===== src/rtl/serial_phy_rx.sv =====
// serial_phy_rx: per-lane serial receiver on the bit clock.
// Hunts for the idle comma at every bit offset, locks after LOCK_COUNT
// consecutive aligned commas, then packs four non-comma bytes (MSB first)
// into a 32-bit word for the lane un-striping logic.
//
// Ports:
//   clk       bit clock, all state updates on the rising edge
//   reset     asynchronous, active-low; clears all state
//   data_in   serial lane bit, MSB of each byte first
//   data_out  last assembled word, first received byte in [31:24]
//   valid_out one-cycle pulse when data_out is updated
//   active    lane aligned and locked (sticky until reset)
//   word_err  one-cycle pulse when a comma truncates a partial word
module serial_phy_rx #(
  parameter logic [7:0]  COMMA      = 8'hBC,
  parameter int unsigned LOCK_COUNT = 4
) (
  input  logic        clk,
  input  logic        reset,
  input  logic        data_in,
  output logic [31:0] data_out,
  output logic        valid_out,
  output logic        active,
  output logic        word_err
);

  localparam logic [3:0] LockCnt = 4'(LOCK_COUNT);

  typedef enum logic [1:0] {StSearch, StCount, StActive} state_e;

  state_e      state_q, state_d;
  // Only the seven most recent bits are stored; the eighth is data_in itself.
  logic [6:0]  sr_q, sr_d;
  logic [2:0]  bit_cnt_q, bit_cnt_d;
  logic [3:0]  comma_cnt_q, comma_cnt_d;
  logic [1:0]  byte_idx_q, byte_idx_d;
  logic [23:0] acc_q, acc_d;
  logic [31:0] data_out_q, data_out_d;
  logic        valid_q, valid_d;
  logic        active_q, active_d;
  logic        word_err_q, word_err_d;

  logic [7:0]  nb;
  logic        is_comma;
  logic        boundary;
  logic [3:0]  comma_inc;

  assign nb        = {sr_q, data_in};
  assign is_comma  = (nb == COMMA);
  assign boundary  = (bit_cnt_q == 3'd7);
  assign comma_inc = comma_cnt_q + 4'd1;

  always_comb begin
    state_d     = state_q;
    sr_d        = nb[6:0];
    bit_cnt_d   = bit_cnt_q;
    comma_cnt_d = comma_cnt_q;
    byte_idx_d  = byte_idx_q;
    acc_d       = acc_q;
    data_out_d  = data_out_q;
    valid_d     = 1'b0;
    active_d    = active_q;
    word_err_d  = 1'b0;

    unique case (state_q)
      StSearch: begin
        // Unaligned hunt: every bit offset is a candidate.
        if (is_comma) begin
          bit_cnt_d   = 3'd0;
          comma_cnt_d = 4'd1;
          state_d     = StCount;
        end
      end

      StCount: begin
        bit_cnt_d = bit_cnt_q + 3'd1;
        if (boundary) begin
          if (is_comma) begin
            comma_cnt_d = comma_inc;
            if (comma_inc == LockCnt) begin
              state_d  = StActive;
              active_d = 1'b1;
            end
          end else begin
            // Bit counter has wrapped to 0; search restarts on the next bit.
            comma_cnt_d = 4'd0;
            state_d     = StSearch;
          end
        end
      end

      StActive: begin
        // Alignment is frozen here; only reset leaves this state.
        bit_cnt_d = bit_cnt_q + 3'd1;
        if (boundary) begin
          if (is_comma) begin
            if (byte_idx_q != 2'd0) begin
              byte_idx_d = 2'd0;
              word_err_d = 1'b1;
            end
          end else if (byte_idx_q == 2'd3) begin
            data_out_d = {acc_q, nb};
            valid_d    = 1'b1;
            byte_idx_d = 2'd0;
          end else begin
            acc_d      = {acc_q[15:0], nb};
            byte_idx_d = byte_idx_q + 2'd1;
          end
        end
      end

      default: state_d = StSearch;
    endcase
  end

  always_ff @(posedge clk or negedge reset) begin
    if (!reset) begin
      state_q     <= StSearch;
      sr_q        <= '0;
      bit_cnt_q   <= '0;
      comma_cnt_q <= '0;
      byte_idx_q  <= '0;
      acc_q       <= '0;
      data_out_q  <= '0;
      valid_q     <= 1'b0;
      active_q    <= 1'b0;
      word_err_q  <= 1'b0;
    end else begin
      state_q     <= state_d;
      sr_q        <= sr_d;
      bit_cnt_q   <= bit_cnt_d;
      comma_cnt_q <= comma_cnt_d;
      byte_idx_q  <= byte_idx_d;
      acc_q       <= acc_d;
      data_out_q  <= data_out_d;
      valid_q     <= valid_d;
      active_q    <= active_d;
      word_err_q  <= word_err_d;
    end
  end

  assign data_out  = data_out_q;
  assign valid_out = valid_q;
  assign active    = active_q;
  assign word_err  = word_err_q;

endmodule


===== config.mk =====
export PLATFORM = sky130hd
export DESIGN_NAME = serial_phy_rx
export DESIGN_NICKNAME = d
export VERILOG_FILES = /design/src/rtl/serial_phy_rx.sv
export SDC_FILE = /design/constraint.sdc
export NUM_CORES = 1
export LEC_CHECK = 0
export BUFFER_PORTS_ARGS = -buffer_cell sky130_fd_sc_hd__buf_2
export CAP_MARGIN = 30
export CORE_UTILIZATION = 57
export DETAILED_ROUTE_END_ITERATION = 8
export HOLD_SLACK_MARGIN = 0.06
export PLACE_DENSITY = 0.78
export SLEW_MARGIN = 10
export SYNTH_ARGS = -nofsm -noshare
export SYNTH_HDL_FRONTEND = slang
export SYNTH_SLANG_ARGS = --single-unit

===== constraint.sdc =====
create_clock -name clk -period 2.2 [get_ports clk]
set_input_delay 0.22 -clock clk [delete_from_list [all_inputs] [get_ports clk]]
set_output_delay 0.22 -clock clk [all_outputs]
set_load 0.02 [all_outputs]

==> results.ini <==
[clocking]
clk_latency_ns = 0.34
ctsLongestPathBuffers = 2
cts.sinks = 77
htree_levels = 3
clk_pin_slew_worst_paths_ns = 0.08
cts_tree = built
clockRootBuffer = clkbuf_8
post_cts_buffers = 0
cts_buffers = 9
cts_hold_buf = 2
cts_resized = 0

[setup_path]
cp_slowest_cell = dlygate4sd3_1
crit_path_start_kind = input pin
reg2reg_slack_ns = 0.28
critical_path.cell_chain = dlygate4sd3_1 > buf_2 > nand4bb_4 > o21ai_0 > o21ai_0 > mux2_2
timing.critical_path.mode_cell = o21ai_0
slowest_delay_ns = 0.54
cp.arrival_ns = 2.21
path_delay_family = compound AO/OA/AOI/OAI gates
cp.required_ns = 2.43
worstPathMaxFanout = 5
cp_num_buf_inv = 2
cp-end-kind = flip-flop
crit_type = input pin to flip-flop

[floorplanning]
initial_utilization_pct = 60.3
dieArea_um2 = 5850
io_pins = 38
die_w_um = 76.5
die_y_um = 76.5
coreArea_um2 = 5240
rows = 26

[yosys]
async_flop_share_pct = 100
syn_area_um2 = 3160
synth_seq_area_share_pct = 61.0
synthSimpleGateAreaFrac_pct = 5.15
synthCells = 209
synth-edff-count = 0
ys_seq_elements = 77
synth_flop_cell = dfrtp_1
synth_compound_area_share_pct = 7.17
synth_cell_type_count = 37
synth_mux_area_share_pct = 20.3
yosys.area_share.adder_pct = 3.56
syn_area_per_cell_um2 = 15.1
yosys.area_share.xor_xnor_pct = 0
ys_warn_count = 0
synth_top_family_by_area = multiplexers
syn_nets = 221

[finish]
nets = 270
syn_to_final_growth_pct = 17.0
mostFrequentLayoutCells = dfrtp_1, mux2_2, buf_2
nFillCells = 371
layout_commonest_cell = dfrtp_1
fin_cells = 333
drive_gt1_share_pct = 42.2
final_util_pct = 70.6
antenna-diode-count = 0

[grt]
gr-usage-met1_pct = 28.2
antenna_found_initial = 0
met3_usage_pct = 3.59
grt_pass1_wl_um = 9140
grt.total_usage_pct = 20.3
grt_pass1_vias = 1934
grt_max_degree = 43
grt_overflow = 0
top_usage_layer = met2
grtUsageMet2_pct = 30.9

[detailed_routing]
drc = 0
ant_nets = 0
vias = 1851
dr.first_iter.drc_count = 80
vias_per_cell = 5.56
dr.pass1.iters = 4
drt-total-wl_um = 5230
routed_wire_length_per_instance_um = 15.7

[placement]
place_hpwl_um = 3550
place_congestion = 0.841
portBuffers = 37
placed_cells = 315

[timing]
fin_skew_ns = 0.00779
finalCritPeriodShare_pct = 90.2
finalCriticalPeriod_ns = 1.98
whs_ns = 0.366
tns_ns = 0
slew_headroom_pct = 59.3
rsz0062_at_grt = false
fmax_mhz = 504
hold_viol = 0
final_max_slew_viol_count = 0
max_slew.worst_pin.slew_ns = 0.606
setup_viol = 0

[power]
leakage_uw = 0.00194
seqPwrFrac_pct = 52.7
power.total_uw = 2740
pwr-share-comb_pct = 3.4
swShare_pct = 22.0
ir_worst_vdd_mv = 0.509
clockPowerShare_pct = 43.9
internal_power_uw = 2140
switchingPower_uw = 603
powerDensity_nw_per_um2 = 740

[worst_hold_path]
hp-class = input pin to async pin

[flow_run]
maxCapViolations = 0

[run_status]
status = complete, no violations

-- power groups by stage --
| stage | combinational (uW) | clock (uW) | sequential [uW] |
|---|---|---|---|
| 6_report | 92.3 | 1200 | 1440 |
| 5_1_grt | 104 | 1280 | 1450 |
| 4_1_cts | 94.1 | 1230 | 1440 |
| 3_5_place_dp | 91.3 | 0 | 1470 |
| 3_3_place_gp | 87.8 | 0 | 1470 |
| 2_1_floorplan | 43.4 | 0 | 1470 |
-- worst paths after layout --
| check | startpoint | end | depth (start not counted) |
|---|---|---|---|
| max | data_in | bit_cnt_q[0] | 6 |
| min | reset | data_out[7] | 2 |
| max reg2reg | sr_q[5] | bit_cnt_q[0] | 4 |
| min reg2reg | sr_q[0] | sr_q[1] | 0 |
| max in group asynchronous | reset | byte_idx_q[1] | 3 |
| min in group clk | sr_q[0] | sr_q[1] | 0 |
-- state kept, by name, summed over array words and instances, names as in the netlist --
| register | flops |
|---|---|
| comma_cnt_q | 4 |
| state_q | 2 |
| byte_idx_q | 2 |
| data_out | 32 |
| acc_q | 24 |
| word_err | 1 |
| sr_q | 7 |
| valid_out | 1 |
| bit_cnt_q | 3 |
| active | 1 |
-- Yosys cell counts (2+ instances only) --
master / number / area share [%]
a31oi_1: 2 / 0.40
ha_1: 9 / 3.6
o21ai_0: 4 / 0.63
a22o_1: 4 / 1.1
mux2_2: 49 / 17
nand2_1: 5 / 0.59
nor2_1: 5 / 0.59
o2bb2ai_1: 3 / 0.83
dfrtp_1: 77 / 61
mux2_1: 8 / 2.9
buf_6: 5 / 1.8
inv_1: 9 / 1.1
o31ai_1: 2 / 0.47
a21oi_1: 4 / 0.63
-- routing by layer --
metal	part of all wire (%)	vias to the layer above	wire [um]
li1	-	866	-
met1	48	931	2540
met2	46	42	2420
met3	3.2	12	166
met4	2.0	0	104
met5	0	-	0
-- cell type report --
class / count / area (um^2) / share of cell area [%]
clock buffer: 10 / 138 / 3.72
clock inverter: 6 / 93.8 / 2.54
inverter: 9 / 33.8 / 0.913
multi-input combinational: 118 / 1140 / 30.9
sequential: 77 / 1930 / 52.1
tap: 70 / 87.6 / 2.37
timing repair buffer: 43 / 275 / 7.44
-- per-stage QoR --
stage | worst slack [ns] | area, um^2
2_1_floorplan | 0.360 | 3160
3_3_place_gp | 0.352 | 3450
3_5_place_dp | 0.300 | 3450
4_1_cts | 0.273 | 3700
5_1_grt | 0.159 | 3700
6_report | 0.217 | 3700
-- worst register-to-register path, stage by stage (launching register included) --
cell and delay [ns]:
dfrtp_1 0.44, nand4b_1 0.29, o21ai_0 0.49, o21ai_0 0.28, mux2_2 0.32
-- cell families after synthesis --
| logic type | Yosys count |
|---|---|
| flip-flops | 77 |
| multiplexers | 57 |
| AO/OA/AOI/OAI | 29 |
| AND/OR/NAND/NOR | 23 |
| buffers and inverters | 14 |
| adder cells (fa/ha/maj) | 9 |
Note: power is estimated with default switching activity, not from simulation.
